## config.mk

```make
export PLATFORM = sky130hd
export DESIGN_NAME = lab7_sos_nios2_qsys_0_oci_dct_packer
export DESIGN_NICKNAME = d
export VERILOG_FILES = /design/src/rtl/lab7_sos_nios2_qsys_0_oci_dct_packer.sv
export SDC_FILE = /design/constraint.sdc
export NUM_CORES = 1
export LEC_CHECK = 0
export BUFFER_PORTS_ARGS = -buffer_cell sky130_fd_sc_hd__buf_2
export CAP_MARGIN = 40
export CORE_MARGIN = 3
export CORE_UTILIZATION = 56
export DETAILED_ROUTE_END_ITERATION = 7
export GPL_TIMING_DRIVEN = 1
export PLACE_DENSITY = 0.79
export SETUP_SLACK_MARGIN = 0.4
export SYNTH_ARGS = -nofsm -noshare
export SYNTH_HDL_FRONTEND = slang
export SYNTH_SLANG_ARGS = --single-unit
export TNS_END_PERCENT = 5
```

## constraint.sdc

```tcl
create_clock -name clk -period 2.4 [get_ports clk]
set_clock_uncertainty 0.2 [all_clocks]
set_input_delay 0.12 -clock clk [delete_from_list [all_inputs] [get_ports clk]]
set_output_delay 0.12 -clock clk [all_outputs]
set_load 0.01 [all_outputs]
```

## src/rtl/lab7_sos_nios2_qsys_0_oci_dct_packer.sv

```systemverilog
// Trace atom packer: collects 2-bit atoms into a 30-bit packet and hands it off
// through a one-deep valid/ready output slot, with flush and end-of-trace drain.
`timescale 1ns/100ps
module lab7_sos_nios2_qsys_0_oci_dct_packer #(
    parameter int unsigned CNT_MAX = 15
) (
    input  logic        clk,
    input  logic        reset_n,
    input  logic        atom_valid,
    input  logic [1:0]  atom_data,
    output logic        atom_ready,
    input  logic        flush,
    input  logic        test_end_req,
    output logic [29:0] dct_buffer,
    output logic [3:0]  dct_count,
    output logic        pkt_valid,
    input  logic        pkt_ready,
    output logic        test_ending,
    output logic        test_has_ended
);

    localparam logic [3:0] LP_MAX = 4'(CNT_MAX);

    typedef enum logic [1:0] {
        ST_RUN,
        ST_DRAIN,
        ST_ENDED
    } state_t;

    state_t      r_state;
    logic [29:0] r_fill_buf;
    logic [3:0]  r_fill_cnt;
    logic        r_flush_pend;
    logic [29:0] r_dct_buffer;
    logic [3:0]  r_dct_count;
    logic        r_pkt_valid;
    logic        r_test_ending;
    logic        r_test_has_ended;

    logic w_full;
    logic w_slot_free;
    logic w_accept;
    logic w_xfer;

    assign w_full      = (r_fill_cnt == LP_MAX);
    assign w_slot_free = !r_pkt_valid || pkt_ready;
    // A full fill register still takes an atom when it is emptied the same cycle.
    assign atom_ready  = (r_state == ST_RUN) && (!w_full || w_slot_free);
    assign w_accept    = atom_valid && atom_ready;
    assign w_xfer      = w_slot_free && (r_fill_cnt != '0)
                         && (w_full || r_flush_pend || (r_state == ST_DRAIN));

    always_ff @(posedge clk or negedge reset_n) begin
        if (!reset_n) begin
            r_state          <= ST_RUN;
            r_fill_buf       <= '0;
            r_fill_cnt       <= '0;
            r_flush_pend     <= 1'b0;
            r_dct_buffer     <= '0;
            r_dct_count      <= '0;
            r_pkt_valid      <= 1'b0;
            r_test_ending    <= 1'b0;
            r_test_has_ended <= 1'b0;
        end else begin
            if (w_xfer) begin
                r_dct_buffer <= r_fill_buf;
                r_dct_count  <= r_fill_cnt;
                r_pkt_valid  <= 1'b1;
                r_fill_buf   <= w_accept ? {28'b0, atom_data} : '0;
                r_fill_cnt   <= w_accept ? 4'd1 : '0;
            end else begin
                if (pkt_ready) begin
                    r_pkt_valid <= 1'b0;
                end
                if (w_accept) begin
                    r_fill_buf <= {r_fill_buf[27:0], atom_data};
                    r_fill_cnt <= r_fill_cnt + 4'd1;
                end
            end

            // A new flush re-arms even when an older pending flush is retired this cycle.
            if ((r_state == ST_RUN) && flush && !test_end_req) begin
                r_flush_pend <= 1'b1;
            end else if (w_xfer || ((r_fill_cnt == '0) && !w_accept)) begin
                r_flush_pend <= 1'b0;
            end

            case (r_state)
                ST_RUN: begin
                    if (test_end_req) begin
                        r_state       <= ST_DRAIN;
                        r_test_ending <= 1'b1;
                    end
                end
                ST_DRAIN: begin
                    if ((r_fill_cnt == '0) && w_slot_free) begin
                        r_state          <= ST_ENDED;
                        r_test_ending    <= 1'b0;
                        r_test_has_ended <= 1'b1;
                    end
                end
                ST_ENDED: begin
                    r_state <= ST_ENDED;
                end
                default: begin
                    r_state <= ST_RUN;
                end
            endcase
        end
    end

    assign dct_buffer     = r_dct_buffer;
    assign dct_count      = r_dct_count;
    assign pkt_valid      = r_pkt_valid;
    assign test_ending    = r_test_ending;
    assign test_has_ended = r_test_has_ended;

endmodule

```

==> impl_metrics.ini <==
[logic_synthesis]
synthCells = 224
synth.avg_cell_area_um2 = 13.8
synth_largest_area_cell = dfrtp_1
syn_nets = 237
synthArstFlopShare_pct = 100
yosys_register_bits = 74
ys_warn_count = 0
synthTopCellsByArea = dfrtp_1, mux2_2, mux2i_1, nor2_1, buf_6
synth_flop_cell = dfrtp_1
synth_commonest_cells = dfrtp_1, mux2_2, nor2_1
yosysSeqAreaShare_pct = 60.0
synth.distinct_cells = 26
yosysMostFrequentCell = dfrtp_1
yosysTopAreaCellShare_pct = 60.0
synthesis.area_mm2 = 0.00309
synth_edf_count = 0

[floorplan]
io_pins = 46
design.core.area_mm2 = 0.00520
die-area_mm2 = 0.00644
dieHeight_um = 80.3
start_util_pct = 59.3
rows = 26
die_w_um = 80.3

[worst_setup_path]
required_ns = 2.43
worst-setup-path-type = reg2reg
crit_buf_inv = 2
r2r_cells = 6
worstSetupPathDepth = 6
reg2reg_slack_ns = 0.38
cp_max_fo = 8
cpMaxStageDelayCell = dfrtp_1
worst_ep_arrival_time_ns = 2.05
critPathMaxStageDelay_ns = 0.44
cp_cell_sequence = ha_4, a311oi_4, nor3_4, buf_6, buf_16, mux2_4
start_kind = flop
timing.rr.start = r_fill_cnt[0]
end_kind = flop
rr_endpoint = dct_buffer[23]
path_delay_family = flip-flops

[worst_hold_path]
hold_depth = 4
hp-start = atom_valid
hp-class = in2reg
min_to = r_fill_cnt[2]

[finish]
syn2layout_area_growth_pct = 30.8
stdcell_count = 368
drive_gt1_share_pct = 43.3
design_area_mm2 = 0.00404
final_nets = 306
diodes = 0
final_util_pct = 77.6

[run]
maxCapViolCount = 0

[clock_network]
cts_buffers = 9
cts_sinks = 74
clk_path_buf_depth = 2
cts_root_buf = clkbuf_8
clk_latency_ns = 0.35
htreeDepth = 3
cts_tree = done
clk_pin_slew_worst_paths_ns = 0.07

[routing]
drt_iter0_drc = 74
wire_per_inst_um = 17.3
vias_per_cell = 5.36
drt-pass1-iter-count = 4
ant_nets = 0
drc = 0
wl_mm = 6.36
vias = 1972

[timing]
tightest_slew_ns = 0.540
setup_tns_ns = 0
final-hold-violation-count = 0
fmaxAchievable_ghz = 0.494
slew-limit-headroom_pct = 63.9
post-route-period-util_pct = 84.4
rsz0062_at_grt = yes
setup_viol = 0
post-route-min-period_ns = 2.02
finalMaxSlewViolations = 0

[status]
status = completed

[power_and_ir_drop]
vdd_drop_max_v = 0.000684
p_leak_uw = 0.00204
p_per_area_mw_per_mm2 = 1150

[global_routing]
grt_max_degree = 63
grt_usage_pct = 20.9
grt_overflow = 0
grt_pass1_vias = 1995
antenna_found_initial = 0
grt_pass1_wl_mm = 10.0

[placed_design]
post_dp_cell_area_mm2 = 0.00337
gp_congestion = 0.724
io_buffers = 45
hpwlAfterDp_mm = 3.34
place_inst = 332
[report_power, final]
group | internal (uW) | switching (uW) | total (uW)
Clock | 643 | 452 | 1100
Combinational | 1000 | 821 | 1820
Sequential | 1500 | 211 | 1710
[layer usage]
| metal | share of wire, % | track usage (%) | vias up |
|---|---|---|---|
| li1 | - | - | 913 |
| met1 | 46 | 28.5 | 996 |
| met2 | 47 | 32.1 | 52 |
| met3 | 4.4 | 4.26 | 11 |
| met4 | 2.0 | 9.63 | 0 |
| met5 | 0 | 0 | - |
[tightest hold or removal path, cell delays in order]
cell,delay [ns]
buf_2,0.08
and2_4,0.16
a21oi_1,0.07
nor2_1,0.10
[layout make-up]
type	count	area (um^2)
sequential	74	1850
multi-input combinational	135	1230
fill	324	1170
timing repair buffer	69	623
clock buffer	12	155
tap	70	87.6
clock inverter	4	73.8
inverter	4	15.0
[sequential cells by signal (all words and copies together) (netlist names)]
register	flops
r_fill_cnt	4
r_flush_pend	1
r_state	2
dct_buffer	30
r_fill_buf	30
pkt_valid	1
test_has_ended	1
test_ending	1
dct_count	4
[stage by stage]
stage | worst slack (ns) | hold slack, ns | power (uW)
global route | 0.307 | 0.0506 | 4860
global placement | 0.364 | 0.110 | 2880
floorplan | 0.516 | -0.376 | 2650
CTS | 0.375 | 0.102 | 4430
finish | 0.375 | 0.0239 | 4630
detailed placement | 0.322 | -0.215 | 2930
[worst max-delay path by stage]
stage                     slack [ns]           from              to
after floorplan                 0.52  r_fill_cnt[0]  r_fill_buf[10]
after global placement          0.36  r_fill_cnt[0]  dct_buffer[12]
after detailed placement        0.32  r_fill_cnt[0]  dct_buffer[10]
after CTS                       0.38  r_fill_cnt[1]  dct_buffer[10]
after global routing            0.31     r_state[0]   r_fill_buf[5]
final                           0.38  r_fill_cnt[0]  dct_buffer[23]
[placed cells by master (no fill, tap or decap), drive strengths merged]
| cell type | netlist | layout |
|---|---|---|
| a211oi | 1 | 1 |
| a21boi | 1 | 1 |
| a21o | 1 | 1 |
| a21oi | 3 | 3 |
| a22o | 1 | 1 |
| a311oi | 1 | 1 |
| a31o | 1 | 1 |
| a41o | 1 | 1 |
| and2 | 2 | 2 |
| and3 | 1 | 1 |
| buf | 11 | 59 |
| bufbuf | 0 | 1 |
| bufinv | 0 | 2 |
| clkbuf | 0 | 14 |
| clkinv | 0 | 2 |
| dfrtp | 74 | 74 |
| dlygate4sd3 | 0 | 7 |
| ha | 5 | 5 |
| inv | 4 | 4 |
| mux2 | 36 | 36 |
| mux2i | 29 | 29 |
| nand2 | 5 | 5 |
| nand2b | 4 | 4 |
| nand4 | 1 | 1 |
| nor2 | 30 | 30 |
| nor2b | 3 | 3 |
| nor3 | 1 | 1 |
| nor3b | 1 | 1 |
| o21ai | 6 | 6 |
| xnor2 | 1 | 1 |
[timing repair]
action	in CTS	in global routing
pin swaps	2	2
setup buffers	5	2
hold buffers	7	0
gates resized for setup	22	18
gates cloned	4	2
endpoints found under the setup margin	68	71
endpoints found under the hold margin	80	0
[logic make-up after synthesis]
| group | count (synthesis) | synth area share, % |
|---|---|---|
| flops | 74 | 60.0 |
| mux | 65 | 22.5 |
| simple gates | 48 | 7.62 |
| compound gates | 16 | 3.57 |
| buf+inv | 15 | 4.01 |
| fa+ha+maj | 5 | 2.03 |
| xor+xnor | 1 | 0.284 |
(Power assumes the default switching activity.)
